**src/rtl/axis_stream_pkg.sv**
```systemverilog
// Shared definitions for stream-path blocks: FSM encoding and default widths.
// Latency: n/a (definitions only).
// Backpressure: n/a.
package axis_stream_pkg;

    localparam int DEF_DATA_WIDTH = 32;
    localparam int DEF_LEN_WIDTH  = 16;

    localparam logic [1:0] IDLE   = 2'd0;
    localparam logic [1:0] STREAM = 2'd1;
    localparam logic [1:0] GAP    = 2'd2;
    localparam logic [1:0] DONE   = 2'd3;

    typedef enum logic [1:0] {
        ST_IDLE   = IDLE,
        ST_STREAM = STREAM,
        ST_GAP    = GAP,
        ST_DONE   = DONE
    } stream_state_t;

endpackage

```
**src/rtl/axis_counter_src.sv**
```systemverilog
// Counting stream source: emits cfg_len beats start_val + k*STEP; optional inter-beat gaps with AXIS_COUNTER_SRC_THROTTLE_EN.
// Latency: first beat valid one cycle after an accepted start; done pulses the cycle after the final handshake.
// Backpressure: m_data/m_last held while m_valid && !m_ready; the burst advances only on handshake.
module axis_counter_src
    import axis_stream_pkg::*;
#(
    parameter int          DATA_WIDTH = DEF_DATA_WIDTH,
    parameter int unsigned STEP       = 1,
    parameter int          LEN_WIDTH  = DEF_LEN_WIDTH
) (
    input  logic                  aclk,
    input  logic                  areset,
    input  logic                  start,
    input  logic [DATA_WIDTH-1:0] cfg_start_val,
    input  logic [LEN_WIDTH-1:0]  cfg_len,
    input  logic [7:0]            cfg_gap,
    output logic [DATA_WIDTH-1:0] m_data,
    output logic                  m_valid,
    output logic                  m_last,
    input  logic                  m_ready,
    output logic                  busy,
    output logic                  done,
    output logic [LEN_WIDTH-1:0]  beat_cnt
);

    stream_state_t         state_q, state_d;
    logic [DATA_WIDTH-1:0] data_q, data_d;
    logic                  valid_q, valid_d;
    logic                  last_q, last_d;
    logic [LEN_WIDTH-1:0]  cnt_q, cnt_d;
    logic [LEN_WIDTH-1:0]  len_q, len_d;

    logic                  hs;
    logic [LEN_WIDTH-1:0]  cnt_inc;
    logic [LEN_WIDTH-1:0]  last_idx;

    assign hs       = valid_q & m_ready;
    assign cnt_inc  = cnt_q + LEN_WIDTH'(1);
    assign last_idx = len_q - LEN_WIDTH'(1);

`ifdef AXIS_COUNTER_SRC_THROTTLE_EN
    logic [7:0] gap_cfg_q, gap_cfg_d;
    logic [7:0] gap_cnt_q, gap_cnt_d;
`else
    logic unused_cfg_gap;
    assign unused_cfg_gap = ^cfg_gap;
`endif

    always_comb begin
        state_d = state_q;
        data_d  = data_q;
        valid_d = valid_q;
        last_d  = last_q;
        cnt_d   = cnt_q;
        len_d   = len_q;
`ifdef AXIS_COUNTER_SRC_THROTTLE_EN
        gap_cfg_d = gap_cfg_q;
        gap_cnt_d = gap_cnt_q;
`endif
        case (state_q)
            ST_IDLE: begin
                if (start && (cfg_len != '0)) begin
                    state_d = ST_STREAM;
                    data_d  = cfg_start_val;
                    valid_d = 1'b1;
                    last_d  = (cfg_len == LEN_WIDTH'(1));
                    cnt_d   = '0;
                    len_d   = cfg_len;
`ifdef AXIS_COUNTER_SRC_THROTTLE_EN
                    gap_cfg_d = cfg_gap;
`endif
                end
            end
            ST_STREAM: begin
                if (hs) begin
                    cnt_d  = cnt_inc;
                    // data advances even on the final beat; it is don't-care once valid drops
                    data_d = data_q + DATA_WIDTH'(STEP);
                    if (last_q) begin
                        state_d = ST_DONE;
                        valid_d = 1'b0;
                        last_d  = 1'b0;
                    end else begin
`ifdef AXIS_COUNTER_SRC_THROTTLE_EN
                        if (gap_cfg_q != 8'd0) begin
                            state_d   = ST_GAP;
                            valid_d   = 1'b0;
                            last_d    = 1'b0;
                            gap_cnt_d = gap_cfg_q;
                        end else begin
                            last_d = (cnt_inc == last_idx);
                        end
`else
                        last_d = (cnt_inc == last_idx);
`endif
                    end
                end
            end
            ST_GAP: begin
`ifdef AXIS_COUNTER_SRC_THROTTLE_EN
                if (gap_cnt_q == 8'd1) begin
                    state_d = ST_STREAM;
                    valid_d = 1'b1;
                    last_d  = (cnt_q == last_idx);
                end else begin
                    gap_cnt_d = gap_cnt_q - 8'd1;
                end
`else
                state_d = ST_IDLE;
`endif
            end
            ST_DONE: begin
                state_d = ST_IDLE;
            end
            default: begin
                state_d = ST_IDLE;
            end
        endcase
    end

    always_ff @(posedge aclk) begin
        if (areset) begin
            state_q <= ST_IDLE;
            data_q  <= '0;
            valid_q <= 1'b0;
            last_q  <= 1'b0;
            cnt_q   <= '0;
            len_q   <= '0;
`ifdef AXIS_COUNTER_SRC_THROTTLE_EN
            gap_cfg_q <= '0;
            gap_cnt_q <= '0;
`endif
        end else begin
            state_q <= state_d;
            data_q  <= data_d;
            valid_q <= valid_d;
            last_q  <= last_d;
            cnt_q   <= cnt_d;
            len_q   <= len_d;
`ifdef AXIS_COUNTER_SRC_THROTTLE_EN
            gap_cfg_q <= gap_cfg_d;
            gap_cnt_q <= gap_cnt_d;
`endif
        end
    end

    assign m_data   = data_q;
    assign m_valid  = valid_q;
    assign m_last   = last_q;
    assign busy     = (state_q == ST_STREAM) || (state_q == ST_GAP);
    assign done     = (state_q == ST_DONE);
    assign beat_cnt = cnt_q;

endmodule

```
**config.mk**
```make
export PLATFORM = sky130hd
export DESIGN_NAME = axis_counter_src
export DESIGN_NICKNAME = d
export VERILOG_FILES = /design/src/rtl/axis_stream_pkg.sv /design/src/rtl/axis_counter_src.sv
export SDC_FILE = /design/constraint.sdc
export NUM_CORES = 1
export LEC_CHECK = 0
export CAP_MARGIN = 20
export CORE_ASPECT_RATIO = 1.2
export CORE_MARGIN = 4
export CORE_UTILIZATION = 30
export CTS_BUF_LIST = sky130_fd_sc_hd__clkbuf_8
export DETAILED_ROUTE_END_ITERATION = 7
export HOLD_SLACK_MARGIN = 0.02
export SYNTH_ARGS = -nofsm -noshare
export SYNTH_HDL_FRONTEND = slang
export SYNTH_SLANG_ARGS = --single-unit
export TNS_END_PERCENT = 20
```
**constraint.sdc**
```tcl
create_clock -name aclk -period 2.39 [get_ports aclk]
set_input_delay 0.478 -clock aclk [delete_from_list [all_inputs] [get_ports aclk]]
set_output_delay 0.478 -clock aclk [all_outputs]
set_load 0.01 [all_outputs]
```
==> impl_results.md, run 1 <==
- Status: completed
- Startpoint Class: flop
- # IOs: 112
- Initial Util: 0.307
- Register area share after synthesis: 0.321
- Ratio of final minimum period to clock period: 0.980
- Crit-path cells: buf_4, or4_4, nor4_4, xnor2_1, xnor2_1, nand2_1, or4_4, o22ai_2
- Rel. slew slack: 0.486
- Final Cell Area: 0.00640 mm²
- Yosys Warn Count: 0
- Crit-path max cell delay: 580 ps
- ANT cells: 0
- Worst endpoint required time: 2680 ps
- Initial DRT Pass Iterations: 5
- Crit Path Max Fanout: 4
- Slowest stage cell, crit path: or4_4
- Worst vdd ir: 0.000578 V
- Clk buf depth: 2
- Row count: 47
- Fin. Hold Viols: 0
- Antenna Nets Post-Route: 0
- Largest net degree at the start of global routing: 69
- Hold/Removal Path Class: flop to flop
- Top_reg_cell synth: dfxtp_1
- Placed cell area: 0.00602 mm²
- Final core occ: 0.463
- PortBufs: 103
- Leak Pwr: 2.38 nW
- Die Footprint: 0.0161 mm²
- Final RePlAce weighted congestion: 0.864
- Final min period: 2340 ps
- Worst-case reg-to-reg path depth: 8
- Placed Instances: 859
- Post-synth top area cell: dfxtp_1
- Total GRT Usage: 0.183
- Chip width: 116 µm
- Sink Count: 68
- Post-CTS Hold Buffers: 0
- Final WL: 14700 µm
- Synth cell types: 56
- Routed vias: 4785
- CTS root buffer: clkbuf_8
- First-pass GRT wire length: 23600 µm
- Crit Reg-Reg Startpoint: len_q[0]
- Layout Skew: 9.97 ps
- EDFF count, synth: 0
- CORE AREA: 0.0138 mm²
- Share of flip-flops with an asynchronous set or reset: 0
- Finish-stage setup viols: 0
- Vias in the first global route: 4779
- Post-synth top area share: 0.321
- Fmax: 0.427 GHz
- Post-Syn Nets: 606
- Non-Filler Instances: 878
- Bufs and invs on worst path: 1
- Via density: 5.45
- Slack of the worst reg-to-reg path: 50 ps
- Worst hold path endpoint: len_q[13]
- Layout Area Growth over Synthesis: 51.1%
- Grt total ovfl: 0
- Crit end category: flop
- Per-cell routed wire length: 16.7 µm
- HPWL Detailed: 10900 µm
- Worst path top cell family by delay: simple AND/OR/NAND/NOR gates
- TritonCTS clock tree: done
- Clk_lat worst skew: 370 ps
- Syn_area_per_cell: 7.86 µm²
- H-Tree Depth: 3
- Layout cells sized above 1: 0.188
- Area contributors post-synth: dfxtp_1 (32%), xnor2_1 (6.8%), a21oi_1 (5.7%)
- CP Data Arrival Time: 2640 ps
- Hold Crit Depth: 2
- Max cap viols: 0
- Nets: 769
- CTS clk-pin slew, worst paths: 70 ps
- Slew Limit Fails: 0
- Post-Synthesis Cells: 539
- Inserted Clock Buffers: 9
- Slew @ Worst Pin: 772 ps
- Synth cell count leaders: dfxtp_1 (68), a21oi_1 (48), nor2_1 (48)
- Pwr dens: 959 mW/mm²
- Crit path kind: flop to flop
- Pwr Total: 6.14 mW
- Die height: 138 µm
- 1st-iter DRT viols: 287
- RSZ-0062 raised after global routing: yes
- Synthesized area: 0.00424 mm²
- # DRC: 0
- RR Endpoint: m_last
- Flops & latches, synth: 68
- Hold Startpoint: len_q[13]
- Most frequent cell after synthesis: dfxtp_1
- Initial antenna violation count: 0
layout by cell type (no fill, tap or decap), types with 7 or more instances in the layout:
cell | Yosys | layout
a311oi_1 | 7 | 7
a22oi_1 | 15 | 14
xnor2_1 | 33 | 33
xor2_1 | 9 | 9
mux2i_1 | 18 | 18
clkdlybuf4s50_1 | 0 | 102
inv_1 | 9 | 8
o21ai_0 | 25 | 25
nand3_1 | 21 | 21
o22ai_1 | 7 | 7
a211oi_1 | 11 | 11
buf_4 | 0 | 79
and3_1 | 9 | 9
clkbuf_8 | 0 | 13
dfxtp_1 | 68 | 66
and2_1 | 9 | 9
nand2_1 | 46 | 45
nand4_1 | 13 | 13
a21oi_1 | 48 | 47
nor3_1 | 20 | 18
nor2_1 | 48 | 47
and4_1 | 7 | 7
what timing repair did:
item / in CTS / in global routing
pin swaps: 8 / 14
setup endpoints to repair: 2 / 52
buffers inserted: 1 / 2
gates resized for setup: 9 / 19
final cells by class:
class | instances | area [µm²]
clock inverters | 3 | 42.5
repair buffers | 189 | 1730
fillers | 1356 | 7420
flip-flops and latches | 68 | 1360
well taps | 171 | 214
clock buffers | 13 | 179
multi-input cells | 425 | 2830
inverters | 9 | 33.8
stage by stage:
stage	hold slack [ps]	TNS [ps]	setup slack (ps)
global route	524	-90.4	-51.8
global placement	488	-15250	-376
floorplan	468	0	34.1
detailed placement	496	-15330	-409
finish	503	0	47.4
CTS	507	0	5.91
power breakdown:
group          internal, mW  switching (mW)  total [mW]  leakage [nW]
registers              1.39           0.297        1.69         0.557
logic                  1.72            1.65        3.37          1.71
clock network         0.595           0.482        1.08         0.112
total                  3.71            2.43        6.14          2.38
how the worst max path moves through the flow:
stage                     start          to  slack (ps)  depth (start not counted)
finish                 len_q[0]      m_last          50                          8
global route        beat_cnt[0]      m_last         -50                          9
CTS                 beat_cnt[0]      m_last           6                          7
detailed placement   cfg_len[3]  m_data[19]        -410                         10
global placement     cfg_len[3]  m_data[19]        -380                         10
floorplan              len_q[0]      m_last          30                          9
state kept, by name, indices dropped and copies added (netlist names):
register and flops:
len_q 16, beat_cnt 16, state_q 2, m_last 1, m_valid 1, m_data 32
logic make-up (layout without fill, tap and decap cells):
logic type	count (synthesis)	after routing	share of synthesized area
multiplexers	19	19	0.0452
buffers and inverters	46	214	0.0437
flip-flops	68	68	0.321
AO/OA/AOI/OAI	143	143	0.216
XOR/XNOR	42	42	0.0868
AND/OR/NAND/NOR	214	214	0.266
adder cells (fa/ha/maj)	7	7	0.0207
worst reg2reg max path: stages (launching register included):
cell     delay [ps]
dfxtp_2         320
buf_4           130
or4_4           580
nor4_4          240
xnor2_1         170
xnor2_1         140
nand2_1          80
or4_4           530
o22ai_2         100
per-layer routing:
layer,part of all wire,vias up,global-route usage
li1,-,2314,-
met4,0.031,0,0.0886
met2,0.49,185,0.305
met3,0.071,34,0.0372
met1,0.41,2252,0.221
met5,0,-,0
No activity file was read; power rests on OpenSTA's default activity.
==> run 2, diff against run 1 <==
--- a/config.mk
+++ b/config.mk
@@ -6,12 +6,13 @@
 export NUM_CORES = 1
 export LEC_CHECK = 0
 export CAP_MARGIN = 20
-export CORE_ASPECT_RATIO = 1.2
 export CORE_MARGIN = 4
-export CORE_UTILIZATION = 30
+export CORE_UTILIZATION = 46
 export CTS_BUF_LIST = sky130_fd_sc_hd__clkbuf_8
+export CTS_CLUSTER_SIZE = 24
 export DETAILED_ROUTE_END_ITERATION = 7
 export HOLD_SLACK_MARGIN = 0.02
+export PLACE_DENSITY = 0.79
 export SYNTH_ARGS = -nofsm -noshare
 export SYNTH_HDL_FRONTEND = slang
 export SYNTH_SLANG_ARGS = --single-unit
==> impl_results.md, run 2 (same netlist as run 1, synthesis figures left out) <==
- Fin. Hold Viols: 0 (unchanged)
- Most common library cell in the layout ignoring fill and taps: clkdlybuf4s50_1
- Int Power: 3.70 mW (-0.15%)
- Total GRT Usage: 0.249 (+0.0665)
- Crit Path Max Fanout: 3 (-1)
- Sequential Power Share: 0.274 (about the same)
- Post-CTS Hold Buffers: 0 (unchanged)
- Initial Util: 0.479 (+0.172)
- Logic gate share of total power: 0.571 (+0.022)
- Worst vdd ir: 0.000602 V (+4.1%)
- Die Footprint: 0.0108 mm² (-33%)
- Final min period: 2500 ps (+160 ps)
- ANT cells: 0 (unchanged)
- Status: finished, violations left
- Failing checks: setup timing
- Inserted Clock Buffers: 9 (unchanged)
- Pwr Total: 6.23 mW (+1.5%)
- Grt total ovfl: 0 (unchanged)
- Switching fraction of total power: 0.406 (+0.00965)
- Worst-case reg-to-reg path depth: 8 (unchanged)
- Pwr dens: 977 mW/mm² (+1.9%)
- Row count: 34 (-28%)
- Ratio of final minimum period to clock period: 1.05 (+0.0667)
- CTS clk-pin slew, worst paths: 80 ps (about the same)
- Crit end category: flop
- CTS root buffer: clkbuf_8
- CORE AREA: 0.00885 mm² (-36%)
- Final WL: 14600 µm (-0.99%)
- Sink Count: 68 (unchanged)
- HPWL Detailed: 10000 µm (-8.2%)
- Dpl ws: -515 ps (-106 ps)
- Chip width: 104 µm (-11%)
- PortBufs: 103 (unchanged)
- H-Tree Depth: 3 (unchanged)
- Die height: 104 µm (-25%)
- Most frequent cells in the layout: clkdlybuf4s50_1 (96), buf_4 (82), dfxtp_1 (66)
- Hold/Removal Path Class: primary input to flop
- # IOs: 112 (unchanged)
- Max cap viols: 0 (unchanged)
- Finish-stage setup viols: 3 (+3)
- Per-cell routed wire length: 17.8 µm (+6.1%)
- Placed cell area: 0.00594 mm² (-1.3%)
- Final core occ: 0.720 (+0.257)
- Vias in the first global route: 4617 (-3.4%)
- CP Capture Point: m_last
- Startpoint Class: flop
- Met2 Track Usage GR: 0.411 (+0.106)
- CP Data Arrival Time: 2780 ps (+140 ps)
- Fmax: 0.400 GHz (-6.4%)
- Met1 usage: 0.324 (+0.104)
- Largest net degree at the start of global routing: 69 (unchanged)
- Number of flip-flops in the largest register: 32 (unchanged)
- Nets: 774 (+0.65%)
- Slew @ Worst Pin: 756 ps (-15.5 ps)
- NetSw: 2.53 mW (+3.9%)
- # DRC: 0 (unchanged)
- RSZ-0062 raised after global routing: yes
- Initial DRT Pass Iterations: 5 (unchanged)
- Final RePlAce weighted congestion: 0.908 (+5.1%)
- Antenna Nets Post-Route: 0 (unchanged)
- Worst endpoint required time: 2660 ps (-20 ps)
- RR Endpoint: m_last
- Hold Crit Depth: 3 (+1)
- Fin Setup TNS: -119 ps (-119 ps)
- Clock power frac: 0.154 (-0.021)
- Slew Limit Fails: 0 (unchanged)
- Crit path kind: flop to flop
- Initial antenna violation count: 0 (unchanged)
- Via density: 6.05 (+11%)
- First-pass GRT wire length: 22600 µm (-4.1%)
- Routed vias: 4953 (+3.5%)
- Leak Pwr: 2.47 nW (+3.5%)
- 1st-iter DRT viols: 399 (+39%)
- Clk buf depth: 2 (unchanged)
- Clk_lat worst skew: 350 ps (-20 ps)
- Layout cells sized above 1: 0.193 (+0.00457)
- Setup crit start: len_q[8]
- Rel. slew slack: 0.496 (+0.0103)
- Setup ws final: -112 ps (-160 ps)
- Final Cell Area: 0.00637 mm² (-0.39%)
- Layout Skew: 12.4 ps (+2.42 ps)
- Crit Reg-Reg Startpoint: len_q[8]
- Slack of the worst reg-to-reg path: -110 ps (-160 ps)
- Gr busiest metal: met2
- Layout Area Growth over Synthesis: 50.5%
- Met3 usage: 0.0503 (+0.0131)
- TritonCTS clock tree: done
[run 2: cell types whose count changed in the layout (fill, tap and decap cells not counted), moves of 2 or more]
cell	before	now
nor4_2	3	5
clkbuf_8	13	10
clkinv_2	1	3
buf_4	79	82
dlymetal6s2s_1	0	6
clkdlybuf4s50_1	102	96
nor4_4	4	2
[run 2: worst min-delay path by stage]
stage                 from   endpoint  slack (ps)
2_1_floorplan    len_q[13]  len_q[13]         470
3_3_place_gp      len_q[0]   len_q[0]         470
3_5_place_dp      len_q[0]   len_q[0]         490
4_1_cts           len_q[0]   len_q[0]         510
5_1_grt        cfg_len[12]  len_q[12]         450
6_report       cfg_len[12]  len_q[12]         430
[run 2: area by class of cell]
cell class | instances | area (µm²)
inverter | 9 | 33.8
multi-input combinational | 425 | 2840
tap | 108 | 135
sequential | 68 | 1360
clock buffer | 10 | 138
clock inverter | 5 | 52.6
timing repair buffer | 194 | 1820
fill | 626 | 2470
[run 2: worst max-delay path: stages (launching register included)]
cell and delay, ps:
dfxtp_1 320, or4_4 580, buf_12 150, nor4_4 290
xor2_1 240, xnor2_1 160, nand3_1 140, or4_4 440
o22ai_2 100
[run 2: what timing repair did]
item,CTS,global route
pin swaps,1,22
buffers inserted,0,7
setup endpoints to repair,12,41
cloned,0,1
gates resized for setup,3,33
[run 2: metrics by stage]
step                      hold WS [ps]  std cells
after CTS                          514        811
after detailed placement           490        796
final                              430        819
after global placement             471        796
after floorplan                    468        539
after global routing               452        819
[run 2: power by group through the flow]
stage	Clock (mW)	Sequential, mW	Combinational [mW]
floorplan	0	1.76	1.64
global placement	0	1.70	3.02
detailed placement	0	1.71	3.12
CTS	0.959	1.69	3.15
global route	1.01	1.75	3.82
finish	0.961	1.71	3.56
[run 2: metal layers]
metal	wire [µm]	share of wire
met1	5990	0.41
met3	1230	0.085
met4	312	0.021
met2	7010	0.48
met5	0	0
==> run 3, diff against run 2 <==
--- a/config.mk
+++ b/config.mk
@@ -12,7 +12,7 @@
 export CTS_CLUSTER_SIZE = 24
 export DETAILED_ROUTE_END_ITERATION = 7
 export HOLD_SLACK_MARGIN = 0.02
-export PLACE_DENSITY = 0.79
+export PLACE_DENSITY = 0.83
 export SYNTH_ARGS = -nofsm -noshare
 export SYNTH_HDL_FRONTEND = slang
 export SYNTH_SLANG_ARGS = --single-unit
==> impl_results.md, run 3 (same netlist as run 1, synthesis figures left out) <==
- Crit Path Max Fanout: 7 (+4)
- Routed vias: 5083 (+2.6%)
- CTS clk-pin slew, worst paths: 80 ps (about the same)
- Most frequent cells in the layout: clkdlybuf4s50_1 (94), buf_4 (78), dfxtp_1 (67)
- PortBufs: 103 (unchanged)
- Hold/Removal Path Class: flop to flop
- Sequential Power Share: 0.280 (+0.006)
- Startpoint Class: primary input
- Clk_lat worst skew: 350 ps (about the same)
- CP Data Arrival Time: 2590 ps (-190 ps)
- Grt total ovfl: 0 (unchanged)
- Crit-path max cell delay: 460 ps (-120 ps)
- Layout Area Growth over Synthesis: 49.6%
- Sink Count: 68 (unchanged)
- # IOs: 112 (unchanged)
- Number of flip-flops in the largest register: 32 (unchanged)
- Fill cells: 611 (-2.4%)
- Final min period: 2390 ps (-115 ps)
- Initial antenna violation count: 0 (unchanged)
- Nets: 771 (-0.39%)
- First-pass GRT wire length: 22900 µm (+1.4%)
- RR Endpoint: m_last
- Worst-case reg-to-reg path depth: 9 (+1)
- Fmax: 0.419 GHz (+4.8%)
- Hold Crit Depth: 2 (-1)
- Largest net degree at the start of global routing: 69 (unchanged)
- Layout Skew: 9.51 ps (-2.88 ps)
- Leak Pwr: 2.45 nW (-0.58%)
- Final RePlAce weighted congestion: 0.895 (-1.4%)
- Pwr dens: 965 mW/mm² (-1.2%)
- Clk buf depth: 2 (unchanged)
- RSZ-0062 raised after global routing: yes
- Final WL: 14900 µm (+2.7%)
- Crit-path cells: clkdlybuf4s50_1, nor4_2, nand2_1, buf_6, o31a_1, o21ai_4, clkbuf_16, nor3_1, o21ai_1, a21oi_1
- Most common library cell in the layout ignoring fill and taps: clkdlybuf4s50_1
- Layout cells sized above 1: 0.184 (-0.00907)
- Worst path top cell family by delay: compound AO/OA/AOI/OAI gates
- ANT cells: 0 (unchanged)
- Inserted Clock Buffers: 9 (unchanged)
- Slack of the worst reg-to-reg path: 40 ps (+150 ps)
- Antenna Nets Post-Route: 0 (unchanged)
- Via density: 6.23 (+3.0%)
- Ratio of final minimum period to clock period: 0.999 (-0.0479)
- Crit Reg-Reg Startpoint: len_q[0]
- TritonCTS clock tree: done
- # DRC: 0 (unchanged)
- Per-cell routed wire length: 18.3 µm (+3.1%)
- Placed cell area: 0.00594 mm² (unchanged)
- Chip width: 104 µm (unchanged)
- Rel. slew slack: 0.496 (about the same)
- Vias in the first global route: 4758 (+3.1%)
- Die Footprint: 0.0108 mm² (unchanged)
- CTS root buffer: clkbuf_8
- Finish-stage setup viols: 0 (-3)
- Switching fraction of total power: 0.409 (+0.00312)
- Worst endpoint required time: 2600 ps (-60 ps)
- Crit path kind: primary input to flop
- Hold Startpoint: len_q[0]
- Slew @ Worst Pin: 756 ps (-0.544 ps)
- Initial Util: 0.479 (unchanged)
- Clock power frac: 0.157 (+0.003)
- Status: completed
- Bufs and invs on worst path: 3 (+2)
- Setup ws final: 2.38 ps (+115 ps)
- Dpl ws: -350 ps (+165 ps)
- HPWL Detailed: 10100 µm (+0.58%)
- Worst hold path endpoint: len_q[0]
- CORE AREA: 0.00885 mm² (unchanged)
- Crit end category: flop
- Worst vdd ir: 0.000691 V (+15%)
- H-Tree Depth: 3 (unchanged)
- Max cap viols: 0 (unchanged)
- Initial DRT Pass Iterations: 7 (+2)
- Die height: 104 µm (unchanged)
- Logic gate share of total power: 0.563 (-0.008)
- Final Cell Area: 0.00634 mm² (-0.59%)
- NetSw: 2.50 mW (-1.0%)
- Row count: 34 (unchanged)
- Slowest stage cell, crit path: clkdlybuf4s50_1
- Fin. Hold Viols: 0 (unchanged)
- Total GRT Usage: 0.252 (+0.00278)
- Int Power: 3.62 mW (-2.3%)
- Slew Limit Fails: 0 (unchanged)
- 1st-iter DRT viols: 429 (+7.5%)
[run 3: what timing repair did]
action                     4_1_cts  5_1_grt
pin swaps                        9       14
hold buffers                     0        0
gates cloned                     0        1
resized for setup                8       30
buffers inserted                 1        3
setup endpoints to repair        1       23
[run 3: worst max path at each step]
stage                           start          to  slack [ps]  cells after the start
final                     cfg_len[10]   m_data[5]           2                     10
after global routing      beat_cnt[6]      m_last         -80                      9
after CTS                  cfg_len[3]  m_data[15]          20                     10
after detailed placement   cfg_len[3]  m_data[15]        -350                     10
after global placement     cfg_len[7]  m_data[28]        -240                      9
after floorplan              len_q[0]      m_last          30                      9
[run 3: worst register-to-register path: stages, from the launching register on]
cell and delay, ps:
dfxtp_2 340, inv_1 60, ha_2 170, or4b_4 520
nor4b_4 250, xnor2_1 170, xnor2_1 150, nand3_1 110
or4_4 430, o22ai_2 90
[run 3: layout make-up]
class                           instances  area, µm²  share of cell area
Multi-Input combinational cell        425       2820               0.445
Timing Repair Buffer                  191       1790               0.283
Sequential cell                        68       1360               0.215
Clock buffer                           10        138              0.0217
Tap cell                              108        135              0.0213
Clock inverter                          5       53.8             0.00849
Inverter                                9       33.8             0.00533
[run 3: power by group through the flow]
stage          Clock, mW  Sequential [mW]  Combinational, mW
6_report           0.963             1.71               3.44
5_1_grt             1.01             1.75               3.68
4_1_cts            0.960             1.69               3.18
3_5_place_dp           0             1.71               3.10
3_3_place_gp           0             1.69               3.00
2_1_floorplan          0             1.76               1.64
[run 3: through the flow]
stage	utilization	power, mW	instances	hold slack, ps	setup TNS, ps
after global routing	0.716	6.43	816	530	-514
after CTS	0.698	5.83	812	481	0
after detailed placement	0.671	4.81	796	484	-13110
final	0.716	6.12	816	495	0
after floorplan	-	3.40	539	468	0
after global placement	0.671	4.69	796	474	-6730
[run 3: per-layer routing]
layer | up-vias | track usage | part of all wire
met3 | 57 | 0.0397 | 0.068
li1 | 2324 | - | -
met2 | 287 | 0.434 | 0.49
met4 | 0 | 0.0988 | 0.034
met5 | - | 0 | 0
met1 | 2415 | 0.315 | 0.41
